**src/rtl/shift_seq_cmd_if.sv**
```systemverilog
// Command channel of the shift-register sequencer: valid/ready handshake
// carrying the operation, load/fill word and step count.
interface shift_seq_cmd_if #(
  parameter int N  = 8,
  parameter int CW = 4
);
  logic          cmd_valid;
  logic          cmd_ready;
  logic [1:0]    cmd_op;
  logic [N-1:0]  cmd_data;
  logic [CW-1:0] cmd_cnt;

  modport master (
    output cmd_valid,
    output cmd_op,
    output cmd_data,
    output cmd_cnt,
    input  cmd_ready
  );

  modport slave (
    input  cmd_valid,
    input  cmd_op,
    input  cmd_data,
    input  cmd_cnt,
    output cmd_ready
  );
endinterface

```
**src/rtl/shift_seq_ctrl.sv**
```systemverilog
// Sequencer for a universal shift register: turns load/shift/rotate commands
// into per-cycle ctrl/d drive and signals completion with a one-cycle done.
module shift_seq_ctrl #(
  parameter int N  = 8,
  parameter int CW = 4
) (
  input  logic                 clk,
  input  logic                 reset,
  shift_seq_cmd_if.slave       cmd,
  input  logic [N-1:0]         q_in,
  output logic [1:0]           ctrl,
  output logic [N-1:0]         d,
  output logic                 busy,
  output logic                 done
);

  typedef enum logic [1:0] {
    IDLE  = 2'b00,
    LOAD  = 2'b01,
    SHIFT = 2'b10,
    DONE  = 2'b11
  } state_t;

  localparam logic [1:0] OP_LOAD = 2'b00;
  localparam logic [1:0] OP_SHL  = 2'b01;
  localparam logic [1:0] OP_SHR  = 2'b10;
  localparam logic [1:0] OP_ROL  = 2'b11;

  localparam logic [1:0] CTRL_HOLD  = 2'b00;
  localparam logic [1:0] CTRL_LEFT  = 2'b01;
  localparam logic [1:0] CTRL_RIGHT = 2'b10;
  localparam logic [1:0] CTRL_LOAD  = 2'b11;

  state_t        state_q, state_d;
  logic [1:0]    op_q, op_d;
  logic [N-1:0]  data_q, data_d;
  logic [CW-1:0] rem_q, rem_d;
  logic          accept_s;

  assign accept_s = cmd.cmd_valid && (state_q == IDLE);

  always_ff @(posedge clk or negedge reset) begin
    if (!reset) begin
      state_q <= IDLE;
      op_q    <= 2'b00;
      data_q  <= '0;
      rem_q   <= '0;
    end else begin
      state_q <= state_d;
      op_q    <= op_d;
      data_q  <= data_d;
      rem_q   <= rem_d;
    end
  end

  // A command is captured whole on accept; later cmd_* activity is ignored.
  always_comb begin
    state_d = state_q;
    op_d    = op_q;
    data_d  = data_q;
    rem_d   = rem_q;
    case (state_q)
      IDLE: begin
        if (accept_s) begin
          op_d   = cmd.cmd_op;
          data_d = cmd.cmd_data;
          rem_d  = cmd.cmd_cnt;
          if (cmd.cmd_op == OP_LOAD) begin
            state_d = LOAD;
          end else if (cmd.cmd_cnt == '0) begin
            state_d = DONE;
          end else begin
            state_d = SHIFT;
          end
        end else begin
          state_d = IDLE;
        end
      end
      LOAD: begin
        state_d = DONE;
      end
      SHIFT: begin
        rem_d = rem_q - {{(CW-1){1'b0}}, 1'b1};
        if (rem_q == {{(CW-1){1'b0}}, 1'b1}) begin
          state_d = DONE;
        end else begin
          state_d = SHIFT;
        end
      end
      DONE: begin
        rem_d   = '0;
        state_d = IDLE;
      end
      default: begin
        state_d = IDLE;
        rem_d   = '0;
      end
    endcase
  end

  // Outputs are a pure decode of the state registers; only the rotate feedback
  // bit passes combinationally from q_in to d.
  always_comb begin
    ctrl          = CTRL_HOLD;
    d             = '0;
    busy          = (state_q != IDLE);
    done          = (state_q == DONE);
    cmd.cmd_ready = (state_q == IDLE);
    case (state_q)
      LOAD: begin
        ctrl = CTRL_LOAD;
        d    = data_q;
      end
      SHIFT: begin
        case (op_q)
          OP_SHL: begin
            ctrl = CTRL_LEFT;
            d[0] = data_q[0];
          end
          OP_SHR: begin
            ctrl   = CTRL_RIGHT;
            d[N-1] = data_q[N-1];
          end
          OP_ROL: begin
            ctrl = CTRL_LEFT;
            d[0] = q_in[N-1];
          end
          default: begin
            ctrl = CTRL_HOLD;
            d    = '0;
          end
        endcase
      end
      default: begin
        ctrl = CTRL_HOLD;
        d    = '0;
      end
    endcase
  end

endmodule
```
**src/flat_wrapper.sv**
```systemverilog
// flat-port wrapper written by rule: the top's interface ports become plain ports
module shift_seq_ctrl_flat 
#(
  parameter int N  = 8,
  parameter int CW = 4
)
  (clk, reset, q_in, ctrl, d, busy, done, cmd_cmd_valid, cmd_cmd_op, cmd_cmd_data, cmd_cmd_cnt, cmd_cmd_ready);
  shift_seq_cmd_if #(.N(N), .CW(CW)) cmd_i ();
  input  logic clk;
  input  logic reset;
  input  logic [N-1:0] q_in;
  output logic [1:0] ctrl;
  output logic [N-1:0] d;
  output logic busy;
  output logic done;
  input wire logic [$bits(cmd_i.cmd_valid)-1:0] cmd_cmd_valid;
  input wire logic [$bits(cmd_i.cmd_op)-1:0] cmd_cmd_op;
  input wire logic [$bits(cmd_i.cmd_data)-1:0] cmd_cmd_data;
  input wire logic [$bits(cmd_i.cmd_cnt)-1:0] cmd_cmd_cnt;
  output wire logic [$bits(cmd_i.cmd_ready)-1:0] cmd_cmd_ready;
  assign cmd_i.cmd_valid = cmd_cmd_valid;
  assign cmd_i.cmd_op = cmd_cmd_op;
  assign cmd_i.cmd_data = cmd_cmd_data;
  assign cmd_i.cmd_cnt = cmd_cmd_cnt;
  assign cmd_cmd_ready = cmd_i.cmd_ready;
  shift_seq_ctrl #(.N(N), .CW(CW)) u_core (.clk(clk), .reset(reset), .cmd(cmd_i), .q_in(q_in), .ctrl(ctrl), .d(d), .busy(busy), .done(done));
endmodule
```
**config.mk**
```make
export PLATFORM = sky130hd
export DESIGN_NAME = shift_seq_ctrl_flat
export DESIGN_NICKNAME = d
export VERILOG_FILES = /design/src/rtl/shift_seq_cmd_if.sv /design/src/rtl/shift_seq_ctrl.sv /design/src/flat_wrapper.sv
export SDC_FILE = /design/constraint.sdc
export NUM_CORES = 1
export LEC_CHECK = 0
export CAP_MARGIN = 20
export CORE_MARGIN = 2
export CORE_UTILIZATION = 46
export DETAILED_ROUTE_END_ITERATION = 10
export MAX_ROUTING_LAYER = met4
export PLACE_DENSITY = 0.94
export SYNTH_ARGS = -nofsm -noshare
export SYNTH_HDL_FRONTEND = slang
export SYNTH_SLANG_ARGS = --single-unit
```
**constraint.sdc**
```tcl
create_clock -name clk -period 2.4 [get_ports clk]
set_clock_uncertainty 0.05 [all_clocks]
set_input_delay 0.24 -clock clk [delete_from_list [all_inputs] [get_ports clk]]
set_output_delay 0.24 -clock clk [all_outputs]
set_load 0.005 [all_outputs]
```
## Yosys cells after proc, flatten, opt, wreduce, memory -nomap -nowiden

Cells that the tools add are included.

- Flip-flop bits (word level): 16
- Bits in latches: 0
- RAM bits: 0
- Memory bits (read-only): 0
- Bits of input ports: 25
- Output and inout port bits: 13
- Word-level logic and storage cells: 34
- Memories: 0

- Add/subtract/negate cells: 1
- Multiply operators: 0
- Div/mod/pow operators: 0
- Order comparisons: 0
- Equality and inequality tests: 8
- Shifts and indexed selects: 0
- Mux-type cells: 12
- Bitwise gates (word level): 0
- Reductions and logical operators: 9

Operators with widths:

| kind | count |
|---|---|
| $pmux 8 s2 | 1 |
| $pmux 4 s3 | 1 |
| $eq 2x2->1 const B | 4 |
| $pmux 2 s2 | 2 |
| $pmux 2 s4 | 1 |
| $eq 2x1->1 const B | 2 |
| $eq 4x1->1 const B | 1 |
| $logic_not 2->1 | 2 |
| $logic_not 4->1 | 1 |
| $mux 2 | 2 |
| $mux 4 | 1 |
| $reduce_and 2->1 | 2 |
| $sub 4x1->4 const B | 1 |
| $mux 1 | 3 |
| $reduce_bool 3->1 | 1 |
| $ne 2x1->1 const B | 1 |
| $pmux 1 s2 | 1 |
| $reduce_bool 2->1 | 1 |
| $reduce_or 2->1 | 1 |
| $logic_and 1x1->1 | 1 |

## Logic depth before layout (Yosys ltp)

- Word-level depth: 5
- Depth in mapped cells: 6
- Gate-level depth less buffers: 5

## Least setup slack after synthesis

No wires, ideal clock.

- Path type: register to register
- Start: register u_core.state_q[0]
- End: register u_core.rem_q[2]
- Setup time: 124 ps
- Arrival time: 1467 ps
- Required time: 2226 ps
- Slack: 759 ps
- Cell stages (with the launch flop): 6
- Buffers on the path: 0
- Period minus slack after synthesis: 1641 ps
- Cells stage by stage: dfrtp_1 -> inv_1 -> ha_1 -> nor2b_2 -> or2_1 -> a211o_2

- Word-level cells in the longest chain between the ends: 4
- Elaborated cells between the ends (all ways): 8
- Those cells by class: eq/ne: 3; mux: 1; reduce/logical: 4

RTL lines:

| item | line | text |
|---|---|---|
| start: declaration | shift_seq_ctrl.sv:34 | `state_t state_q, state_d;` |
| start signal: assignment | shift_seq_ctrl.sv:49 | `state_q <= state_d;` |
| $logic_not 2->1 * | n/a |  |
| via cmd_cmd_ready | flat_wrapper.sv:20 | `output wire logic [$bits(cmd_i.cmd_ready)-1:0] cmd_cmd_ready;` |
| $logic_and 1x1->1 | shift_seq_ctrl.sv:40 | `assign accept_s = cmd.cmd_valid && (state_q == IDLE);` |
| $ne 2x1->1 (no source line) | n/a |  |
| $reduce_and 2->1 (no source line) | n/a |  |
| end signal: assignment | shift_seq_ctrl.sv:52 | `rem_q <= rem_d;` |
| end: declaration | shift_seq_ctrl.sv:37 | `logic [CW-1:0] rem_q, rem_d;` |

Mark *: on every way through the listed nets, which the timed path passes. The rest lies on a longest branch.
A chain may end at the register's enable or synchronous reset.

## Worst setup path in the final report

- Start: register u_core.state_q[1]
- End: output port d[0]

- Word-level cells in the longest chain between the ends: 2
- Elaborated cells between the ends (all ways): 3
- Those cells by class: eq/ne: 2; mux: 1

RTL lines:

| item | line | text |
|---|---|---|
| $eq 2x2->1 or $eq 2x1->1 (tied branches) | shift_seq_ctrl.sv:109 | `case (state_q)` |
| $pmux 8 s2 * | shift_seq_ctrl.sv:109 |  |
| end: declaration | flat_wrapper.sv:13 | `output logic [N-1:0] d;` |

Every way passes the cells marked *; elsewhere a longest branch is shown, timed or not.

==> qor.yml <==
grt:
  antenna_found_initial: 0
  grt_pass1_wl_um: 3750
  grt_max_degree: 17
  grt_use_total_pct: 19.9
  grt_pass1_vias: 874
  overflow: 0
power_and_ir_drop:
  clkPwrFrac_pct: 8.6
  power_leakage_nw: 0.603
  power_frac_seq_pct: 31.6
  ir_drop_uv: 721
  swShare_pct: 37.6
  intPower_uw: 981
  p_per_area_nw_per_um2: 1160
  switchingPower_uw: 590
  share_comb_of_total_power_pct: 59.9
  p_total_mw: 1.57
die:
  io_pins: 38
  rows: 16
  core_region_area_um2: 1980
  die_h_um: 50.1
  die_w_um: 50.1
  die_area_um2: 2510
  start_util_pct: 49.3
final_layout:
  design_area_um2: 1360
  syn_to_final_growth_pct: 38.7
  nFillCells: 145
  n_antenna_cell: 0
  drive_above_1_share_pct: 20.0
  final_cells: 152
  nets: 159
yosys:
  ys_seq_area_share_pct: 41.0
  netlist_area_um2: 977
  synth_cell_type_count: 36
  synthArstFlopShare_pct: 100
  synth_top_cells_by_area: "dfrtp_1 (41%), mux2_2 (12%), ha_1 (9.0%), and3_1 (3.8%), inv_1 (3.1%)"
  synth_nets: 123
  ys_warn_count: 0
  synth_top_area_share_pct: 41.0
  synth.ff_latch_count: 16
  avgSynthCellArea_um2: 10.7
  yosys.area.top_type: "dfrtp_1"
  ys.flop_type: "dfrtp_1"
  synthCells: 91
  synth_edf_count: 0
min_path:
  hold_class: "input port to asynchronous set/reset pin"
worst_setup_path:
  critical_path_class: "register to primary output"
  crit_required_ps: 2110
  reg2reg_from: "u_core.state_q[0]$_DFF_PN0_"
  arrival_ps: 2030
  crit_path_start_kind: "register"
  critPathMaxFanout: 9
  r2r_slack_ps: 610
  cp-startpoint: "u_core.state_q[1]$_DFF_PN0_"
  critPathCaptureType: "primary output"
run_status:
  outcome: "finished, final reports clean"
route:
  drtPass1Iterations: 4
  num_vias: 840
  drt_iter0_drc: 17
  remaining_drc_errors: 0
  detail-route-antenna-nets: 0
  routed_wl_um: 2210
  wl_per_cell_um: 14.6
  vias_per_cell: 5.53
timing:
  maxSlewHeadroom_pct: 49.8
  setup_viol: 0
  finalWorstSetupSlack_ps: 83.3
  rsz0062_at_grt: "false"
  finalHoldViolCount: 0
  period_needed_ps: 2320
  fmax_ghz: 0.432
  tightestPinTransition_ps: 751
  post-route-period-util_pct: 96.5
  tns_ps: 0
  slew_violations: 0
clock_tree:
  insertion_delay_ps: 280
  cts-htree-levels: 1
  cts_buffers: 3
  cts_root_buf: "clkbuf_4"
  cts_buffer_depth: 2
  hold_buffers: 0
  cts_sinks: 16
  path_clk_slew_ps: 80
  cts_tree: "done"
place:
  dpl.cell_count: 147
  portBuffers: 30
  dpl_cell_area_um2: 1300
  pre_cts_slack_ps: 237
  hpwl_um: 1620
  place_congestion: 0.845
job:
  cap_violations: 0
## final timing paths
| kind | depth (start not counted) | to |
|---|---|---|
| max in group asynchronous | 1 | u_core.data_q[3]$_DFFE_PN0P_ |
| min reg2reg | 1 | u_core.data_q[6]$_DFFE_PN0P_ |
| max reg2reg | 6 | u_core.rem_q[3]$_DFFE_PN0P_ |
| max | 6 | d[0] |
| min in group clk | 1 | u_core.data_q[6]$_DFFE_PN0P_ |
| min | 1 | u_core.rem_q[3]$_DFFE_PN0P_ |
## critical path, cell delays in order, from the launching register on
cell             delay (ps)
dfrtp_1                 390
inv_1                   110
ha_4                    330
nand3_1                 130
o21ai_1                 140
o2bb2ai_1               130
clkdlybuf4s50_1         520
## cell usage after synthesis (all sizes together) (2+ instances only)
| cell | count |
|---|---|
| dfrtp | 16 |
| mux2 | 10 |
| inv | 8 |
| and3 | 7 |
| ha | 7 |
| nand2 | 5 |
| a21oi | 4 |
| nor2 | 3 |
| o21ai | 3 |
| a211o | 2 |
| buf | 2 |
| nand3 | 2 |
| nand3b | 2 |
| o31ai | 2 |
## kinds of logic after synthesis
| group | after synthesis | synth area share (%) |
|---|---|---|
| AND/OR/NAND/NOR | 30 | 20.2 |
| AO/OA/AOI/OAI | 18 | 13.6 |
| multiplexers | 10 | 11.5 |
| flip-flops | 16 | 41.0 |
| buffers and inverters | 10 | 4.74 |
| adder cells (fa/ha/maj) | 7 | 8.96 |
## routing by layer
metal	track usage, %	wire, um	vias to the layer above
met4	6.02	8	0
met1	23.1	948	405
met2	35.1	1130	29
met3	3.03	124	2
li1	-	-	404
met5	-	0	-
## final cells by class
cell class / count / area (um2) / area share, %
tap: 27 / 33.8 / 2.49
sequential: 16 / 400 / 29.5
timing repair buffer: 33 / 323 / 23.8
multi-input combinational: 65 / 546 / 40.3
clock buffer: 3 / 22.5 / 1.66
inverter: 8 / 30.0 / 2.22
## repair_timing
item / 4_1_cts / 5_1_grt
setup endpoints to repair: 1 / 2
buffers inserted: 0 / 2
endpoints found under the hold margin: 0 / 0
gates resized for setup: 2 / 2
## power groups by stage
stage | registers (mW) | clock network, mW | logic (mW)
2_1_floorplan | 0.474 | 0 | 0.571
3_3_place_gp | 0.491 | 0 | 0.836
3_5_place_dp | 0.501 | 0 | 0.869
4_1_cts | 0.494 | 0.140 | 0.913
5_1_grt | 0.513 | 0.148 | 1.04
6_report | 0.496 | 0.135 | 0.940
## placed cells by master, fill, tap and decap left out, drive strengths merged, types with 2 or more instances in the layout
master | synthesis | final
a211o | 2 | 2
a21oi | 4 | 4
ha | 7 | 7
nand3 | 2 | 2
nand3b | 2 | 2
nor2 | 3 | 3
inv | 8 | 8
buf | 2 | 3
nand2 | 5 | 5
dfrtp | 16 | 16
clkdlybuf4s50 | 0 | 30
clkbuf | 0 | 3
and3 | 7 | 7
o21ai | 3 | 3
o31ai | 2 | 2
mux2 | 10 | 10
## per-stage QoR
step                util, %  hold WS, ps
floorplan                 -         -106
global route           68.4          405
global placement       65.7          430
detailed placement     65.7          441
CTS                    67.5          358
finish                 68.4          350
## flip-flops by register name (all words and copies together), names as in the netlist
signal and count:
u_core.state_q 2, u_core.rem_q 4, u_core.op_q 2, u_core.data_q 8
(Power assumes the default switching activity.)
